<file path="src/rtl/drive_pkg.sv">
// drive_pkg
// Shared encodings for the car controller. The manual-drive decoder and
// drive_state_ctrl both import this package, so every power, car-state and
// moving-state value is defined in exactly one place.
package drive_pkg;

    // Power state
    localparam logic       POFF   = 1'b0;
    localparam logic       PON    = 1'b1;

    // Car state
    localparam logic [1:0] NSTART = 2'b00;
    localparam logic [1:0] START  = 2'b01;
    localparam logic [1:0] MOVING = 2'b10;

    // Moving state (one-hot, all-zero = no motion)
    localparam logic [3:0] NONE   = 4'b0000;
    localparam logic [3:0] FWD    = 4'b0001;
    localparam logic [3:0] BACK   = 4'b0010;
    localparam logic [3:0] LEFT   = 4'b0100;
    localparam logic [3:0] RIGHT  = 4'b1000;

    // Mileage saturation value
    localparam logic [23:0] MILEAGE_MAX = 24'hFF_FFFF;

endpackage

</file>
<file path="src/rtl/tick_counter.sv">
// tick_counter
// Modulo-N cycle counter with a terminal-count indication.
//   clk  : system clock
//   rst  : synchronous active-high reset (count -> 0)
//   en   : advance the count this cycle
//   clr  : synchronous clear, wins over en
//   tc   : high in the cycle where an enabled count sits at N-1; the count
//          wraps to 0 on that same edge
module tick_counter #(
    parameter int unsigned N = 2
) (
    input  logic clk,
    input  logic rst,
    input  logic en,
    input  logic clr,
    output logic tc
);

    localparam int unsigned W    = (N > 1) ? $clog2(N) : 1;
    localparam logic [W-1:0] LAST = W'(N - 1);
    localparam logic [W-1:0] ONE  = W'(1);
    localparam logic [W-1:0] ZERO = {W{1'b0}};

    logic [W-1:0] cnt_r;

    // Terminal count: qualified by en so a paused counter never fires.
    always_comb begin
        tc = en && (cnt_r == LAST);
    end

    // Count register with clear priority over enable.
    always_ff @(posedge clk) begin
        if (rst || clr) begin
            cnt_r <= ZERO;
        end else if (en) begin
            cnt_r <= (cnt_r == LAST) ? ZERO : (cnt_r + ONE);
        end else begin
            cnt_r <= cnt_r;
        end
    end

endmodule

</file>
<file path="src/rtl/drive_state_ctrl.sv">
// drive_state_ctrl
// Registered state holder for the car controller: power, car state and
// moving state fed back to the manual-drive decoder, plus power-on hold
// qualification, idle auto power-off, mileage counting and turn lights.
// Optional feature macro: DRIVE_BLINK_EN (lamps blink; otherwise steady).
// Ports:
//   clk, rst                 clock, synchronous active-high reset
//   pwr_on_btn, pwr_off_btn  conditioned button levels
//   next_power, next_state, next_moving_state, turn_left_req,
//   turn_right_req           decoder next-state outputs
//   power, state, moving_state, left_led, right_led, mileage, idle_off
//                            registered outputs
module drive_state_ctrl
    import drive_pkg::*;
#(
    parameter int unsigned PWR_HOLD_CYC = 100_000_000,
    parameter int unsigned IDLE_OFF_CYC = 1_000_000_000,
    parameter int unsigned MILE_CYC     = 100_000_000,
    parameter int unsigned BLINK_CYC    = 50_000_000
) (
    input  logic        clk,
    input  logic        rst,
    input  logic        pwr_on_btn,
    input  logic        pwr_off_btn,
    input  logic        next_power,
    input  logic [1:0]  next_state,
    input  logic [3:0]  next_moving_state,
    input  logic        turn_left_req,
    input  logic        turn_right_req,
    output logic        power,
    output logic [1:0]  state,
    output logic [3:0]  moving_state,
    output logic        left_led,
    output logic        right_led,
    output logic [23:0] mileage,
    output logic        idle_off
);

    logic        power_r;
    logic [1:0]  state_r;
    logic [3:0]  moving_state_r;
    logic        left_led_r;
    logic        right_led_r;
    logic [23:0] mileage_r;
    logic        idle_off_r;
    // Set while the power button is held during ON; forces a release
    // before a new hold can start counting.
    logic        hold_block_r;

    logic hold_en_s, hold_clr_s, hold_tc_s;
    logic idle_en_s, idle_clr_s, idle_tc_s;
    logic mile_en_s, mile_tc_s;
    logic power_on_s, stay_on_s;
    logic lamp_left_s, lamp_right_s;

    // Control qualifiers for the counters and the power decision.
    always_comb begin
        hold_en_s  = !power_r && pwr_on_btn && !hold_block_r;
        hold_clr_s = power_r || !pwr_on_btn || hold_block_r;
        idle_en_s  = power_r && (state_r != MOVING);
        idle_clr_s = !power_r || (state_r == MOVING);
        mile_en_s  = power_r && (state_r == MOVING) && (moving_state_r != NONE);
        power_on_s = !power_r && hold_tc_s;
        // Staying on requires no off button, no idle timeout and decoder consent.
        stay_on_s  = power_r && !pwr_off_btn && !idle_tc_s && next_power;
    end

    tick_counter #(.N(PWR_HOLD_CYC)) u_hold (
        .clk(clk), .rst(rst), .en(hold_en_s), .clr(hold_clr_s), .tc(hold_tc_s)
    );

    tick_counter #(.N(IDLE_OFF_CYC)) u_idle (
        .clk(clk), .rst(rst), .en(idle_en_s), .clr(idle_clr_s), .tc(idle_tc_s)
    );

    // The mileage sub-count restarts with each trip; it only holds across pauses.
    tick_counter #(.N(MILE_CYC)) u_mile (
        .clk(clk), .rst(rst), .en(mile_en_s), .clr(power_on_s), .tc(mile_tc_s)
    );

`ifdef DRIVE_BLINK_EN
    logic [1:0] req_prev_r;
    logic       phase_r;
    logic       phase_next_s;
    logic       req_change_s;
    logic       blink_clr_s;
    logic       blink_tc_s;

    // Blink phase: restart lit on power-off or any change of the request pair.
    always_comb begin
        req_change_s = ({turn_left_req, turn_right_req} != req_prev_r);
        blink_clr_s  = !power_r || req_change_s;
        if (blink_clr_s) begin
            phase_next_s = 1'b1;
        end else if (blink_tc_s) begin
            phase_next_s = !phase_r;
        end else begin
            phase_next_s = phase_r;
        end
        lamp_left_s  = turn_left_req && phase_next_s;
        lamp_right_s = turn_right_req && phase_next_s;
    end

    tick_counter #(.N(BLINK_CYC)) u_blink (
        .clk(clk), .rst(rst), .en(power_r), .clr(blink_clr_s), .tc(blink_tc_s)
    );

    // Blink phase and previous request pair registers.
    always_ff @(posedge clk) begin
        if (rst) begin
            req_prev_r <= 2'b00;
            phase_r    <= 1'b1;
        end else begin
            req_prev_r <= {turn_left_req, turn_right_req};
            phase_r    <= phase_next_s;
        end
    end
`else
    // A zero half-period is meaningless in either build; keep lamps dark then.
    localparam logic LAMP_EN = (BLINK_CYC > 32'd0);

    // Steady lamps follow the requests directly.
    always_comb begin
        lamp_left_s  = turn_left_req && LAMP_EN;
        lamp_right_s = turn_right_req && LAMP_EN;
    end
`endif

    // Power, car state, idle pulse and hold-release tracking.
    always_ff @(posedge clk) begin
        if (rst) begin
            power_r        <= POFF;
            state_r        <= NSTART;
            moving_state_r <= NONE;
            idle_off_r     <= 1'b0;
            hold_block_r   <= 1'b0;
        end else begin
            power_r        <= (power_on_s || stay_on_s) ? PON : POFF;
            // Power-on, power-off and staying off all land in NSTART/NONE.
            state_r        <= stay_on_s ? next_state : NSTART;
            moving_state_r <= stay_on_s ? next_moving_state : NONE;
            idle_off_r     <= idle_tc_s;
            hold_block_r   <= pwr_on_btn && (hold_block_r || power_r);
        end
    end

    // Mileage: cleared at power-on, saturating increment per sub-count wrap.
    always_ff @(posedge clk) begin
        if (rst) begin
            mileage_r <= 24'd0;
        end else if (power_on_s) begin
            mileage_r <= 24'd0;
        end else if (mile_tc_s && (mileage_r != MILEAGE_MAX)) begin
            mileage_r <= mileage_r + 24'd1;
        end else begin
            mileage_r <= mileage_r;
        end
    end

    // Turn lights are dark whenever the car is (or is going) off.
    always_ff @(posedge clk) begin
        if (rst) begin
            left_led_r  <= 1'b0;
            right_led_r <= 1'b0;
        end else begin
            left_led_r  <= stay_on_s && lamp_left_s;
            right_led_r <= stay_on_s && lamp_right_s;
        end
    end

    assign power        = power_r;
    assign state        = state_r;
    assign moving_state = moving_state_r;
    assign left_led     = left_led_r;
    assign right_led    = right_led_r;
    assign mileage      = mileage_r;
    assign idle_off     = idle_off_r;

endmodule
</file>
<file path="config.mk">
export PLATFORM = sky130hd
export DESIGN_NAME = drive_state_ctrl
export DESIGN_NICKNAME = d
export VERILOG_FILES = /design/src/rtl/drive_pkg.sv /design/src/rtl/tick_counter.sv /design/src/rtl/drive_state_ctrl.sv
export SDC_FILE = /design/constraint.sdc
export NUM_CORES = 1
export LEC_CHECK = 0
export CAP_MARGIN = 15
export CORE_MARGIN = 3
export CORE_UTILIZATION = 50
export CTS_CLUSTER_SIZE = 25
export DETAILED_ROUTE_END_ITERATION = 10
export GPL_TIMING_DRIVEN = 0
export PLACE_DENSITY_LB_ADDON = 0.25
export SLEW_MARGIN = 10
export SYNTH_ARGS = -nofsm -noshare
export SYNTH_HDL_FRONTEND = slang
export SYNTH_SLANG_ARGS = --single-unit
</file>
<file path="constraint.sdc">
create_clock -name clk -period 1.8 [get_ports clk]
set_input_delay 0.18 -clock clk [delete_from_list [all_inputs] [get_ports clk]]
set_output_delay 0.18 -clock clk [all_outputs]
set_load 0.02 [all_outputs]
</file>
* Yosys cells after proc, flatten, opt, wreduce, memory -nomap -nowiden
Index checks and enable logic that the tools add are counted.
W data, S select, Z words.
** Cells by class
- Bitwise gates (word level) :: 1
- Add/sub/neg operators :: 4
- Reductions and logical operators :: 32
- Equal/unequal tests :: 6
- Muxes and demuxes :: 4
** Operators by type and width (count)
- $add A27 B1 Y27 const B :: 2
- $eq A27 B27 Y1 const B :: 2
- $mux W27 :: 2
- $add A30 B1 Y30 const B :: 1
- $eq A30 B30 Y1 const B :: 1
- $mux W30 :: 1
- $add A24 B1 Y24 const B :: 1
- $ne A24 B24 Y1 const B :: 1
- $logic_and A1 B1 Y1 :: 16
- $logic_or A1 B1 Y1 :: 8
- $logic_not A1 Y1 :: 5
- $reduce_bool A4 Y1 :: 1
- $reduce_or A2 Y1 :: 2
- $eq A2 B2 Y1 const B :: 1
- $ne A2 B2 Y1 const B :: 1
- $mux W1 :: 1
- $not A1 Y1 :: 1
** Word-level totals
- Bits in registers :: 119
- Output and inout port bits :: 34

* Logic depth before layout (Yosys ltp)
- Depth in word-level cells :: 8
- Gate-level depth with buffers :: 9
- Mapped depth without buffers :: 6

* Hierarchy
From an unflattened synthesis, not the netlist that was laid out.
** Unflattened totals
- Cells, all modules :: 686
- Area, all modules :: 6029.5 µm²
** By module, submodules not included
- drive_state_ctrl :: area an instance 1695.4 µm², sequential area each 700.7 µm², times used 1, cells an instance 191
- tick_counter (u_idle) :: area an instance 1615.3 µm², sequential area each 600.6 µm², times used 1, cells an instance 189
- tick_counter (u_hold) :: area an instance 1420.1 µm², sequential area each 540.5 µm², times used 1, cells an instance 154
- tick_counter (u_mile) :: area an instance 1298.7 µm², sequential area each 540.5 µm², times used 1, cells an instance 152

* Worst setup path after synthesis
No wires, ideal clock.
- Path type :: register to register
- Start :: register mileage_r[0], in the netlist mileage[0]
- End :: register mileage_r[8], in the netlist mileage[8]
- Data required time :: 1.685 ns
- Path buffers :: 3
- Arrival time :: 1.979 ns
- Path slack :: -0.294 ns
- Cell stages (with the launch flop) :: 10
- Path through :: dfxtp_1 > ha_1 > and3_1 > clkbuf_1 > nand3_1 > nor3_2 > buf_2 > buf_2 > nor4_1 > o21ba_2
** Between the ends
- Cells in the longest elaborated chain, start to end :: 2
- Elaborated cells between the ends (all ways) :: 3
- Those cells by class :: add/sub (1); eq/ne (1); reduce/logical (1)
** RTL lines
- start, declared :: line drive_state_ctrl.sv:44 : logic [23:0] mileage_r;
- start signal, assigned :: line drive_state_ctrl.sv:154 : mileage_r <= mileage_r + 24'd1;
- start signal, assigned :: line drive_state_ctrl.sv:156 : mileage_r <= mileage_r;
- parallel branches: the longest is 2 deep, another holds $add A24 B1 Y24
Several ways; the timed one is not identified.
A chain may end at the register's enable or synchronous reset.

* Worst setup path after layout
- Start :: register u_hold.cnt_r[17]
- End :: register u_mile.cnt_r[9]
** Between the ends
- Cells in the longest elaborated chain, start to end :: 4
** RTL lines
- start, declared :: line tick_counter.sv:24 : logic [W-1:0] cnt_r;
- start signal, assigned :: line tick_counter.sv:36 : cnt_r <= (cnt_r == LAST) ? ZERO : (cnt_r + ONE);
- start signal, assigned :: line tick_counter.sv:38 : cnt_r <= cnt_r;
- $eq A27 B27 Y1 :: line tick_counter.sv:28 : tc = en && (cnt_r == LAST);
- $logic_and A1 B1 Y1 :: line tick_counter.sv:28
- $logic_and A1 B1 Y1 :: line drive_state_ctrl.sv:63 : power_on_s = !power_r && hold_tc_s;
- $logic_or A1 B1 Y1 :: line tick_counter.sv:33 : if (rst || clr) begin
- end signal, assigned :: line tick_counter.sv:36
- end signal, assigned :: line tick_counter.sv:38
- end, declared :: line tick_counter.sv:24
Every way passes these cells.

==> impl_metrics.py <==
metrics = {
    "setup_path": {
        "setup.worst_path.class": "reg -> reg",
        "crit-reg2reg-capture": "u_mile.cnt_r[9]",
        "worstSetupStartpointType": "flop",
        "crit_path_end": "u_mile.cnt_r[9]",
        "critical_path.startpoint": "u_hold.cnt_r[17]",
        "cp_max_fo": 6,
        "required_time_at_the_worst_slack_endpoint_ps": 2110,
        "rr_worst_depth": 7,
        "r2r_slack_ps": -390,
        "crit_arrival_ps": 2500,
        "worstReg2RegStart": "u_hold.cnt_r[17]",
        "worstSetupEndpointType": "flop",
    },
    "drt": {
        "drt-wirelength-per-cell_um": 20.8,
        "antenna_left": 0,
        "route.detailed.drc": 0,
        "drtPass1Iterations": 7,
        "total_number_of_vias": 6083,
        "routed_wl_um": 19900,
        "drt_iter0_drc": 752,
        "route.detailed.vias_per_inst": 6.36,
    },
    "placed_design": {
        "place_hpwl_um": 9300,
        "buffer_ports.inserted": 46,
        "routabilityCongestion": 0.832,
        "pre_cts_slack_ps": -581,
        "dp_cell_count": 846,
    },
    "logic_synthesis": {
        "synth_top_flop_cell": "sky130_fd_sc_hd__dfxtp_1",
        "syn_avg_cell_area_um2": 8.78,
        "syn_nets": 677,
        "post_synth_main_area_contributors": "sky130_fd_sc_hd__dfxtp_1, sky130_fd_sc_hd__nor2_1, sky130_fd_sc_hd__xnor2_1, sky130_fd_sc_hd__xor2_1, sky130_fd_sc_hd__nand4_1",
        "synth-warning-count": 0,
        "cells_after_synthesis": 660,
        "number_of_flops_mapped_to_enable_cells_by_yosys": 0,
        "yosysTopAreaCell": "sky130_fd_sc_hd__dfxtp_1",
        "synth_top_cell_area_share": 0.411,
        "netlist_area_um2": 5790,
        "asyncSetResetFlopFracSynth": 0,
        "ys_seq_area_frac": 0.411,
        "synth-seq-cells": 119,
        "synth.cells.most_frequent": "sky130_fd_sc_hd__dfxtp_1, sky130_fd_sc_hd__nor2_1, sky130_fd_sc_hd__nand2_1",
        "most_used_standard_cell_by_instance_count_after_synthesis": "sky130_fd_sc_hd__dfxtp_1",
        "ys_types": 56,
    },
    "pwr": {
        "total_design_power_mw": 6.37,
        "p_leak_nw": 3.12,
        "ir_drop_mv": 0.803,
        "comb_power_share": 0.029,
        "switching_power_mw": 1.45,
        "cellInternalPower_mw": 4.91,
        "clkPwrFrac": 0.560,
        "power.switching_fraction": 0.228,
        "power-per-cell-area_nw_per_um2": 711,
        "power.sequential.fraction": 0.411,
    },
    "timing": {
        "max_fclk_ghz": 0.457,
        "final_hold_viol_count": 0,
        "tightest_slew_ps": 931,
        "post_route_setup_slack_ps": -386,
        "final.setup_skew_ps": 10.4,
        "slew_limit_headroom": 0.371,
        "setup_violations": 114,
        "slew_violations": 0,
        "setup_repair_after_global_routing_missed_its_margin": "yes",
        "setup_total_negative_slack_ps": -23570,
        "holdWs_ps": 334,
        "finalCritPeriodShare": 1.21,
        "final_period_minus_worst_setup_slack_ps": 2190,
    },
    "cts": {
        "clock_latency_ps": 430,
        "htree_num_levels": 4,
        "post_cts_hold_buffer_count": 0,
        "clk_path_buf_depth": 2,
        "tritoncts.num_buffers": 17,
        "cts_root_buffer": "sky130_fd_sc_hd__clkbuf_16",
        "cts_tree": "done",
        "clock_transition_at_the_register_clock_pins_on_the_worst_setup_and_hold_paths_after_cts_ps": 60,
        "cts.sinks": 119,
    },
    "floorplan": {
        "ios": 47,
        "fp-row-count": 38,
        "die_y_um": 114,
        "initial_core_utilization": 0.523,
        "placeableCoreArea_um2": 11100,
        "die-area_um2": 12900,
        "die_wd_um": 114,
    },
    "status": {
        "violations_in_the_final_reports": "setup timing",
        "status": "finished, violations left",
    },
    "run": {
        "max_cap_violations": 0,
    },
    "worst_hold_path": {
        "hold_class": "in -> reg",
    },
    "final_layout": {
        "antenna-diode-count": 0,
        "post_layout_nonfiller_instances": 957,
        "drive_above_1_share": 0.436,
        "nNetsFinal": 821,
        "synthToLayoutAreaGrowth_pct": 54.7,
        "fillCellCount": 598,
    },
    "global_routing": {
        "grt_antenna_before_repair": 0,
        "grt_pass1_vias": 5799,
        "grt_start_max_net_pins": 17,
        "grt_usage": 0.265,
        "overflow": 0,
        "grt_pass1_wl_um": 27800,
    },
}
-- area by class of cell --
type / instances / area (µm²) / share of cell area
sequential: 119 / 2480 / 0.276
multi-input combinational: 500 / 4100 / 0.458
timing repair buffer: 133 / 1300 / 0.146
buffer: 21 / 240 / 0.0268
tap: 140 / 175 / 0.0196
clock inverter: 15 / 189 / 0.0211
inverter: 12 / 45.0 / 0.00503
clock buffer: 17 / 425 / 0.0475
-- worst min path at each step --
stage	startpoint	to	slack (ps)	cells after the start
2_1_floorplan	next_state[1]	state[1]	300	1
3_3_place_gp	u_idle.cnt_r[0]	u_idle.cnt_r[0]	440	1
3_5_place_dp	u_idle.cnt_r[0]	u_idle.cnt_r[0]	450	1
4_1_cts	next_moving_state[0]	moving_state[0]	340	2
5_1_grt	next_moving_state[2]	moving_state[2]	350	2
6_report	next_state[0]	state[0]	330	2
-- critical path, stage by stage, from the launching register on --
cell	delay (ps)
sky130_fd_sc_hd__dfxtp_4	360
sky130_fd_sc_hd__nor4b_4	380
sky130_fd_sc_hd__nand4_1	310
sky130_fd_sc_hd__o41ai_4	360
sky130_fd_sc_hd__buf_6	200
sky130_fd_sc_hd__nand2b_4	240
sky130_fd_sc_hd__buf_8	160
sky130_fd_sc_hd__nor2_2	40
-- stage by stage --
step | area (µm²) | util
floorplan | 6010 | -
global placement | 6640 | 0.600
detailed placement | 6640 | 0.600
CTS | 8200 | 0.741
global route | 8960 | 0.809
finish | 8960 | 0.809
-- cell families (layout without fill, tap and decap cells) --
group / count (synthesis) / in the layout / share of synthesized area
AND/OR/NAND/NOR: 348 / 348 / 0.350
flip-flops: 119 / 119 / 0.411
AO/OA/AOI/OAI: 84 / 85 / 0.0957
XOR/XNOR: 63 / 63 / 0.0952
buffers and inverters: 42 / 198 / 0.0391
adder cells (fa/ha/maj): 4 / 4 / 0.00864
-- power groups by stage --
stage,registers [mW],clock network (mW),logic [mW]
after global routing,2.61,3.70,0.191
after global placement,2.69,0,0.0845
after floorplan,2.69,0,0.0453
final,2.62,3.57,0.184
after CTS,2.62,3.53,0.129
after detailed placement,2.69,0,0.0864
-- cells in the final DEF (no fill, tap or decap), types with 21 or more instances in the layout --
cell | netlist | layout
sky130_fd_sc_hd__nand4_1 | 33 | 33
sky130_fd_sc_hd__xnor2_1 | 32 | 30
sky130_fd_sc_hd__dfxtp_1 | 119 | 75
sky130_fd_sc_hd__a21oi_2 | 2 | 22
sky130_fd_sc_hd__nor2_2 | 0 | 32
sky130_fd_sc_hd__dfxtp_2 | 0 | 28
sky130_fd_sc_hd__buf_6 | 3 | 21
sky130_fd_sc_hd__nor2_1 | 84 | 35
sky130_fd_sc_hd__nand3_1 | 36 | 33
sky130_fd_sc_hd__xor2_1 | 31 | 31
sky130_fd_sc_hd__clkbuf_16 | 0 | 21
sky130_fd_sc_hd__buf_4 | 9 | 64
sky130_fd_sc_hd__nand2_1 | 49 | 45
sky130_fd_sc_hd__clkdlybuf4s50_1 | 0 | 45
-- metal layers --
metal,vias up,track usage,part of all wire
met5,-,0,0
met4,0,0.111,0.038
met3,75,0.0684,0.067
met2,341,0.457,0.52
met1,2954,0.313,0.38
li1,2713,-,-
-- flip-flops by register name, summed over array words and instances (netlist names) --
signal	count
hold_block_r	1
idle_off	1
left_led	1
mileage	24
moving_state	4
power	1
right_led	1
state	2
u_hold.cnt_r	27
u_idle.cnt_r	30
u_mile.cnt_r	27
-- repair_timing --
action / in CTS / in global routing
gates resized for setup: 127 / 134
gates cloned: 6 / 4
pin swaps: 69 / 43
buffers inserted: 59 / 20
setup endpoints to repair: 115 / 114
Note: power is estimated with default switching activity, not from simulation.
